===== src/rtl/id_ex_stage_if.sv =====
// Decode-to-execute bus: decode-stage fields in, registered execute controls out.
interface id_ex_stage_if;
    localparam int unsigned XLEN = 32;
    localparam int unsigned REGW = 5;
    localparam int unsigned OPW  = 6;
    localparam int unsigned ALUW = 3;

    logic            stall;
    logic            flush;
    logic            in_valid;
    logic [OPW-1:0]  opcode;
    logic [OPW-1:0]  funct;
    logic [REGW-1:0] instr_shamt;
    logic [REGW-1:0] rt;
    logic [REGW-1:0] rd;
    logic [XLEN-1:0] rd1;
    logic [XLEN-1:0] rd2;
    logic [XLEN-1:0] signimm;

    logic [XLEN-1:0] srca;
    logic [XLEN-1:0] srcb;
    logic [REGW-1:0] shamt;
    logic [ALUW-1:0] alucontrol;
    logic            valid;
    logic            regwrite;
    logic            memtoreg;
    logic            memwrite;
    logic            branch;
    logic            bne;
    logic [REGW-1:0] writereg;
    logic            illegal;

    modport master (
        output stall, flush, in_valid, opcode, funct, instr_shamt, rt, rd, rd1, rd2, signimm,
        input  srca, srcb, shamt, alucontrol, valid, regwrite, memtoreg, memwrite, branch, bne,
               writereg, illegal
    );

    modport slave (
        input  stall, flush, in_valid, opcode, funct, instr_shamt, rt, rd, rd1, rd2, signimm,
        output srca, srcb, shamt, alucontrol, valid, regwrite, memtoreg, memwrite, branch, bne,
               writereg, illegal
    );
endinterface


===== src/rtl/id_ex_stage.sv =====
// ID/EX pipeline register with main/ALU decode; every output is a flop.
module id_ex_stage (
    input  logic          clk,
    input  logic          reset,
    id_ex_stage_if.slave  bus
);
    localparam int unsigned XLEN = 32;
    localparam int unsigned REGW = 5;
    localparam int unsigned OPW  = 6;
    localparam int unsigned ALUW = 3;

    localparam logic [OPW-1:0] OP_RTYPE = 6'b000000;
    localparam logic [OPW-1:0] OP_LW    = 6'b100011;
    localparam logic [OPW-1:0] OP_SW    = 6'b101011;
    localparam logic [OPW-1:0] OP_BEQ   = 6'b000100;
    localparam logic [OPW-1:0] OP_BNE   = 6'b000101;
    localparam logic [OPW-1:0] OP_ADDI  = 6'b001000;

    localparam logic [OPW-1:0] FN_ADD = 6'b100000;
    localparam logic [OPW-1:0] FN_SUB = 6'b100010;
    localparam logic [OPW-1:0] FN_AND = 6'b100100;
    localparam logic [OPW-1:0] FN_OR  = 6'b100101;
    localparam logic [OPW-1:0] FN_SLT = 6'b101010;
    localparam logic [OPW-1:0] FN_SLL = 6'b000000;

    localparam logic [ALUW-1:0] ALU_ADD = 3'b010;
    localparam logic [ALUW-1:0] ALU_SUB = 3'b110;
    localparam logic [ALUW-1:0] ALU_AND = 3'b000;
    localparam logic [ALUW-1:0] ALU_OR  = 3'b001;
    localparam logic [ALUW-1:0] ALU_SLT = 3'b111;
    localparam logic [ALUW-1:0] ALU_SLL = 3'b011;

    // Decode results
    logic            d_legal;
    logic [ALUW-1:0] d_alu;
    logic            d_use_imm;
    logic            d_regwrite;
    logic            d_memtoreg;
    logic            d_memwrite;
    logic            d_branch;
    logic            d_bne;
    logic            d_dst_rd;
    logic            d_dst_rt;
    logic            d_sll;

    // Next register values
    logic [XLEN-1:0] n_srca;
    logic [XLEN-1:0] n_srcb;
    logic [REGW-1:0] n_shamt;
    logic [ALUW-1:0] n_alucontrol;
    logic            n_valid;
    logic            n_regwrite;
    logic            n_memtoreg;
    logic            n_memwrite;
    logic            n_branch;
    logic            n_bne;
    logic [REGW-1:0] n_writereg;
    logic            n_illegal;

    // Main decoder plus R-type funct decoder
    always_comb begin
        d_legal    = 1'b0;
        d_alu      = ALU_ADD;
        d_use_imm  = 1'b0;
        d_regwrite = 1'b0;
        d_memtoreg = 1'b0;
        d_memwrite = 1'b0;
        d_branch   = 1'b0;
        d_bne      = 1'b0;
        d_dst_rd   = 1'b0;
        d_dst_rt   = 1'b0;
        d_sll      = 1'b0;
        unique case (bus.opcode)
            OP_RTYPE: begin
                d_regwrite = 1'b1;
                d_dst_rd   = 1'b1;
                d_legal    = 1'b1;
                unique case (bus.funct)
                    FN_ADD:  d_alu = ALU_ADD;
                    FN_SUB:  d_alu = ALU_SUB;
                    FN_AND:  d_alu = ALU_AND;
                    FN_OR:   d_alu = ALU_OR;
                    FN_SLT:  d_alu = ALU_SLT;
                    FN_SLL: begin
                        d_alu = ALU_SLL;
                        d_sll = 1'b1;
                    end
                    default: d_legal = 1'b0;
                endcase
            end
            OP_LW: begin
                d_legal    = 1'b1;
                d_use_imm  = 1'b1;
                d_regwrite = 1'b1;
                d_memtoreg = 1'b1;
                d_dst_rt   = 1'b1;
            end
            OP_SW: begin
                d_legal    = 1'b1;
                d_use_imm  = 1'b1;
                d_memwrite = 1'b1;
            end
            OP_BEQ: begin
                d_legal  = 1'b1;
                d_alu    = ALU_SUB;
                d_branch = 1'b1;
            end
            OP_BNE: begin
                d_legal = 1'b1;
                d_alu   = ALU_SUB;
                d_bne   = 1'b1;
            end
            OP_ADDI: begin
                d_legal    = 1'b1;
                d_use_imm  = 1'b1;
                d_regwrite = 1'b1;
                d_dst_rt   = 1'b1;
            end
            default: d_legal = 1'b0;
        endcase
    end

    // Value to load when the stage advances: bubble unless a valid legal instruction arrives
    always_comb begin
        n_srca       = '0;
        n_srcb       = '0;
        n_shamt      = '0;
        n_alucontrol = ALU_ADD;
        n_valid      = 1'b0;
        n_regwrite   = 1'b0;
        n_memtoreg   = 1'b0;
        n_memwrite   = 1'b0;
        n_branch     = 1'b0;
        n_bne        = 1'b0;
        n_writereg   = '0;
        n_illegal    = 1'b0;
        if (!bus.flush && bus.in_valid) begin
            if (!d_legal) begin
                n_illegal = 1'b1;
            end else begin
                n_valid      = 1'b1;
                n_srca       = bus.rd1;
                n_srcb       = d_use_imm ? bus.signimm : bus.rd2;
                n_shamt      = d_sll ? bus.instr_shamt : REGW'(0);
                n_alucontrol = d_alu;
                n_regwrite   = d_regwrite;
                n_memtoreg   = d_memtoreg;
                n_memwrite   = d_memwrite;
                n_branch     = d_branch;
                n_bne        = d_bne;
                n_writereg   = d_dst_rd ? bus.rd : (d_dst_rt ? bus.rt : REGW'(0));
            end
        end
    end

    // Pipeline register: flush overrides stall, stall holds everything
    always_ff @(posedge clk or negedge reset) begin
        if (!reset) begin
            bus.srca       <= '0;
            bus.srcb       <= '0;
            bus.shamt      <= '0;
            bus.alucontrol <= ALU_ADD;
            bus.valid      <= 1'b0;
            bus.regwrite   <= 1'b0;
            bus.memtoreg   <= 1'b0;
            bus.memwrite   <= 1'b0;
            bus.branch     <= 1'b0;
            bus.bne        <= 1'b0;
            bus.writereg   <= '0;
            bus.illegal    <= 1'b0;
        end else if (bus.flush || !bus.stall) begin
            bus.srca       <= n_srca;
            bus.srcb       <= n_srcb;
            bus.shamt      <= n_shamt;
            bus.alucontrol <= n_alucontrol;
            bus.valid      <= n_valid;
            bus.regwrite   <= n_regwrite;
            bus.memtoreg   <= n_memtoreg;
            bus.memwrite   <= n_memwrite;
            bus.branch     <= n_branch;
            bus.bne        <= n_bne;
            bus.writereg   <= n_writereg;
            bus.illegal    <= n_illegal;
        end
    end
endmodule


===== src/flat_wrapper.sv =====
// flat-port wrapper written by rule: the top's interface ports become plain ports
module id_ex_stage_flat 
  (clk, reset, bus_stall, bus_flush, bus_in_valid, bus_opcode, bus_funct, bus_instr_shamt, bus_rt, bus_rd, bus_rd1, bus_rd2, bus_signimm, bus_srca, bus_srcb, bus_shamt, bus_alucontrol, bus_valid, bus_regwrite, bus_memtoreg, bus_memwrite, bus_branch, bus_bne, bus_writereg, bus_illegal);
  id_ex_stage_if bus_i ();
  input  logic clk;
  input  logic reset;
  input wire logic [$bits(bus_i.stall)-1:0] bus_stall;
  input wire logic [$bits(bus_i.flush)-1:0] bus_flush;
  input wire logic [$bits(bus_i.in_valid)-1:0] bus_in_valid;
  input wire logic [$bits(bus_i.opcode)-1:0] bus_opcode;
  input wire logic [$bits(bus_i.funct)-1:0] bus_funct;
  input wire logic [$bits(bus_i.instr_shamt)-1:0] bus_instr_shamt;
  input wire logic [$bits(bus_i.rt)-1:0] bus_rt;
  input wire logic [$bits(bus_i.rd)-1:0] bus_rd;
  input wire logic [$bits(bus_i.rd1)-1:0] bus_rd1;
  input wire logic [$bits(bus_i.rd2)-1:0] bus_rd2;
  input wire logic [$bits(bus_i.signimm)-1:0] bus_signimm;
  output wire logic [$bits(bus_i.srca)-1:0] bus_srca;
  output wire logic [$bits(bus_i.srcb)-1:0] bus_srcb;
  output wire logic [$bits(bus_i.shamt)-1:0] bus_shamt;
  output wire logic [$bits(bus_i.alucontrol)-1:0] bus_alucontrol;
  output wire logic [$bits(bus_i.valid)-1:0] bus_valid;
  output wire logic [$bits(bus_i.regwrite)-1:0] bus_regwrite;
  output wire logic [$bits(bus_i.memtoreg)-1:0] bus_memtoreg;
  output wire logic [$bits(bus_i.memwrite)-1:0] bus_memwrite;
  output wire logic [$bits(bus_i.branch)-1:0] bus_branch;
  output wire logic [$bits(bus_i.bne)-1:0] bus_bne;
  output wire logic [$bits(bus_i.writereg)-1:0] bus_writereg;
  output wire logic [$bits(bus_i.illegal)-1:0] bus_illegal;
  assign bus_i.stall = bus_stall;
  assign bus_i.flush = bus_flush;
  assign bus_i.in_valid = bus_in_valid;
  assign bus_i.opcode = bus_opcode;
  assign bus_i.funct = bus_funct;
  assign bus_i.instr_shamt = bus_instr_shamt;
  assign bus_i.rt = bus_rt;
  assign bus_i.rd = bus_rd;
  assign bus_i.rd1 = bus_rd1;
  assign bus_i.rd2 = bus_rd2;
  assign bus_i.signimm = bus_signimm;
  assign bus_srca = bus_i.srca;
  assign bus_srcb = bus_i.srcb;
  assign bus_shamt = bus_i.shamt;
  assign bus_alucontrol = bus_i.alucontrol;
  assign bus_valid = bus_i.valid;
  assign bus_regwrite = bus_i.regwrite;
  assign bus_memtoreg = bus_i.memtoreg;
  assign bus_memwrite = bus_i.memwrite;
  assign bus_branch = bus_i.branch;
  assign bus_bne = bus_i.bne;
  assign bus_writereg = bus_i.writereg;
  assign bus_illegal = bus_i.illegal;
  id_ex_stage u_core (.clk(clk), .reset(reset), .bus(bus_i));
endmodule

===== config.mk =====
export PLATFORM = sky130hd
export DESIGN_NAME = id_ex_stage_flat
export DESIGN_NICKNAME = d
export VERILOG_FILES = /design/src/rtl/id_ex_stage_if.sv /design/src/rtl/id_ex_stage.sv /design/src/flat_wrapper.sv
export SDC_FILE = /design/constraint.sdc
export NUM_CORES = 1
export LEC_CHECK = 0
export BUFFER_PORTS_ARGS = -buffer_cell sky130_fd_sc_hd__buf_4
export CORE_MARGIN = 2
export CORE_UTILIZATION = 40
export DETAILED_ROUTE_END_ITERATION = 12
export PLACE_DENSITY = 0.75
export SLEW_MARGIN = 10
export SYNTH_ARGS = -nofsm -noshare
export SYNTH_HDL_FRONTEND = slang
export SYNTH_SLANG_ARGS = --single-unit

===== constraint.sdc =====
create_clock -name clk -period 1.9 [get_ports clk]
set_input_delay 0.38 -clock clk [delete_from_list [all_inputs] [get_ports clk]]
set_output_delay 0.38 -clock clk [all_outputs]
set_load 0.005 [all_outputs]

==> results.sh <==
export IMPL_run_status="complete, no violations"
export IMPL_grt_first_pass_wirelength_um=16700
export IMPL_worstPathArrival_ns=1.92
export IMPL_setup_worst_path_start_class="input port"
export IMPL_drt_antenna_violating_nets=0
export IMPL_syn_area_sq_um=3550
export IMPL_final_period_minus_worst_setup_slack_ns=1.67
export IMPL_number_of_buffers_inserted_by_post_cts_setup_repair=0
export IMPL_vdd_drop_max_mv=0.360
export IMPL_mappedNetlistNets=431
export IMPL_cts_root_buffer_cell="clkbuf_8"
export IMPL_synth_cell_types=31
export IMPL_syn_inst=303
export IMPL_worst_r2r_path_depth=2
export IMPL_timing_final_hold_violations=0
export IMPL_initial_utilization_pct=40.9
export IMPL_fillCellCount=702
export IMPL_clockBufferDepth=2
export IMPL_final_total_pwr_mw=3.61
export IMPL_cts_inserted_buffers=9
export IMPL_clock_fmax_ghz=0.598
export IMPL_power_density_normalized_to_cell_area_nw_per_um2=642
export IMPL_drc=0
export IMPL_std_cell_rows=34
export IMPL_timing_setup_tns_ns=0
export IMPL_ff_latch_area_sq_um=2100
export IMPL_route_final_wire_length_um=10100
export IMPL_wire_per_inst_um=16.0
export IMPL_worst_skew_pair_late_latency_ns=0.33
export IMPL_relative_slew_margins_pct=70.1
export IMPL_number_of_design_rule_violations_left_by_the_first_detailed_router_iteration=75
export IMPL_number_of_clock_sinks=84
export IMPL_place_detailed_hpwl_um=7610
export IMPL_cts_resized=0
export IMPL_footprint_of_the_multi_input_gates_sq_um=1360
export IMPL_ys_seq_elements=84
export IMPL_post_route_cells_drive_above_1_share_pct=48.3
export IMPL_total_iterations_of_the_first_detailed_routing_run=4
export IMPL_io_pins=212
export IMPL_critPathMaxFanout=8
export IMPL_antennaDiodeCount=0
export IMPL_worstReg2RegStart="u_core.bus.alucontrol[1]$_DFFE_PN1P_"
export IMPL_power_leakage_nw=3.10
export IMPL_grt_max_degree=85
export IMPL_antenna_found_initial=0
export IMPL_tritoncts="done"
export IMPL_cts_hold_buf=0
export IMPL_rsz0062_at_grt="false"
export IMPL_synth_yosys_seq_area_share_pct=59.3
export IMPL_dieArea_sq_um=9640
export IMPL_worst_clock_skew_ns=0
export IMPL_die_width_um=98.2
export IMPL_grt_remaining_overflow=0
export IMPL_core_region_area_sq_um=8680
export IMPL_avgSynthCellArea_sq_um=11.7
export IMPL_setup_reg_to_reg_worst_slack_ns=1.07
export IMPL_yosys_warnings=0
export IMPL_max_cap_viols=0
export IMPL_global_route_usage_sum_pct=21.4
export IMPL_gp_routability_congestion=0.816
export IMPL_reg2reg_to="u_core.bus.alucontrol[1]$_DFFE_PN1P_"
export IMPL_clock_tree_htree_level_count=3
export IMPL_route_vias_total=3294
export IMPL_crit_share_post_route_pct=88.0
export IMPL_timing_critical_path_required_ns=2.15
export IMPL_final_net_count=651
export IMPL_cts_clk_slew_worst_paths_ns=0.09
export IMPL_final_max_slew_viol_count=0
export IMPL_syn_to_final_growth_pct=58.7
export IMPL_setup_viol=0
export IMPL_hold_path_class="in -> async"
export IMPL_grt_pass1_vias=3345
export IMPL_viasPerCell=5.18
export IMPL_floorplan_die_height_um=98.2
export IMPL_critPathCaptureType="register"
export IMPL_timing_setup_critical_path_class="in -> reg"
export IMPL_timing_worst_slew_pin_value_ns=0.448
export IMPL_io_buffer_count=211
## critical path, cell delays in order
cell and delay, ns:
buf_4 0.11, or3_4 0.41, nor4b_4 0.27, o21ai_2 0.14, a31o_2 0.26, buf_4 0.16, o21ai_0 0.18
## cell usage after synthesis
cell type / instances / area share (%)
a21boi_0: 1 / 0.21
a22o_1: 34 / 8.4
a22oi_1: 5 / 1.1
a31o_2: 1 / 0.25
a31oi_2: 1 / 0.35
a32o_1: 9 / 2.5
a32oi_1: 1 / 0.25
a41o_1: 1 / 0.28
and3_1: 3 / 0.53
and4b_1: 1 / 0.28
buf_2: 8 / 1.1
buf_6: 2 / 0.63
clkbuf_1: 11 / 1.2
dfrtp_1: 83 / 59
dfstp_2: 1 / 0.74
inv_1: 3 / 0.32
mux2i_1: 32 / 9.0
nand2_1: 43 / 4.5
nand3_1: 5 / 0.71
nor2_1: 7 / 0.74
nor2b_1: 1 / 0.18
nor3b_1: 1 / 0.21
nor4_1: 1 / 0.18
nor4b_4: 1 / 0.67
o21a_1: 1 / 0.21
o21ai_0: 32 / 4.5
o21ai_1: 10 / 1.4
o21ai_2: 1 / 0.25
o31ai_1: 1 / 0.21
or2_2: 1 / 0.18
or3_4: 1 / 0.32
## area by class of cell
type                            instances  share of cell area [%]
Multi-Input combinational cell        195                    24.1
Clock inverter                          7                    1.73
Sequential cell                        84                    37.4
Timing Repair Buffer                  230                    32.0
Tap cell                              108                    2.40
Clock buffer                            9                    2.20
Inverter                                3                   0.200
## power breakdown
part	internal (mW)	total [mW]	switching, mW
combinational	0.244	0.412	0.167
sequential	1.80	1.80	0.00574
clock	0.747	1.40	0.653
total	2.79	3.61	0.826
## registers in the layout, indices dropped and copies added, names as in the netlist
signal,flops
u_core.bus.writereg,5
u_core.bus.srcb,32
u_core.bus.regwrite,1
u_core.bus.branch,1
u_core.bus.memwrite,1
u_core.bus.srca,32
u_core.bus.shamt,5
u_core.bus.memtoreg,1
u_core.bus.valid,1
u_core.bus.bne,1
u_core.bus.alucontrol,3
u_core.bus.illegal,1
## worst max path at each step
stage                                         end           from  cells after the start  slack (ns)
2_1_floorplan  u_core.bus.writereg[0]$_DFFE_PN0P_  bus_opcode[0]                      7        0.04
3_3_place_gp      u_core.bus.srcb[12]$_DFFE_PN0P_  bus_opcode[0]                      7       -0.03
3_5_place_dp      u_core.bus.srcb[24]$_DFFE_PN0P_  bus_opcode[0]                      7       -0.13
4_1_cts            u_core.bus.srcb[4]$_DFFE_PN0P_  bus_opcode[0]                      7        0.21
5_1_grt           u_core.bus.srcb[10]$_DFFE_PN0P_  bus_opcode[0]                      7        0.11
6_report           u_core.bus.srcb[4]$_DFFE_PN0P_  bus_opcode[0]                      7        0.23
## placed cells by master (no fill, tap or decap), types with 2 or more instances in the layout
| cell | n |
|---|---|
| a22o_1 | 34 |
| a22oi_1 | 5 |
| a32o_1 | 9 |
| and3_1 | 3 |
| buf_12 | 6 |
| buf_4 | 224 |
| bufinv_16 | 2 |
| clkbuf_8 | 9 |
| clkinvlp_4 | 2 |
| dfrtp_1 | 83 |
| inv_1 | 3 |
| inv_6 | 2 |
| mux2i_1 | 32 |
| nand2_1 | 43 |
| nand3_1 | 5 |
| nor2_1 | 7 |
| o21ai_0 | 32 |
| o21ai_1 | 9 |
## kinds of logic (layout without fill, tap and decap cells)
group / after synthesis / in the layout / share of synthesized area [%]
AOI/OAI and AO/OA: 98 / 98 / 19.9
buffers and inverters: 24 / 249 / 3.24
DFF: 84 / 84 / 59.3
muxes: 32 / 32 / 9.03
and+or+nand+nor: 65 / 65 / 8.53
## layer usage
layer / vias to the layer above / global-route usage (%) / part of all wire [%] / wire length, um
li1: 1548 / - / - / -
met1: 1581 / 28.1 / 41 / 4150
met2: 146 / 36.0 / 50 / 5090
met3: 19 / 4.15 / 6.8 / 691
met5: - / 0 / 0 / 0
met4: 0 / 6.85 / 2.1 / 216
## through the flow
| stage | utilization, % | setup WS (ns) | instances | hold WS, ns | instance area (sq um) |
|---|---|---|---|---|---|
| final | 64.9 | 0.228 | 636 | 0.0501 | 5630 |
| after global routing | 64.9 | 0.106 | 636 | 0.0919 | 5630 |
| after CTS | 64.9 | 0.214 | 636 | 0.0723 | 5630 |
| after detailed placement | 62.3 | -0.130 | 620 | 0.447 | 5410 |
| after global placement | 62.3 | -0.0340 | 620 | 0.439 | 5410 |
| after floorplan | - | 0.0399 | 303 | 0.0844 | 3550 |
Power figures use the tool's default switching activity.
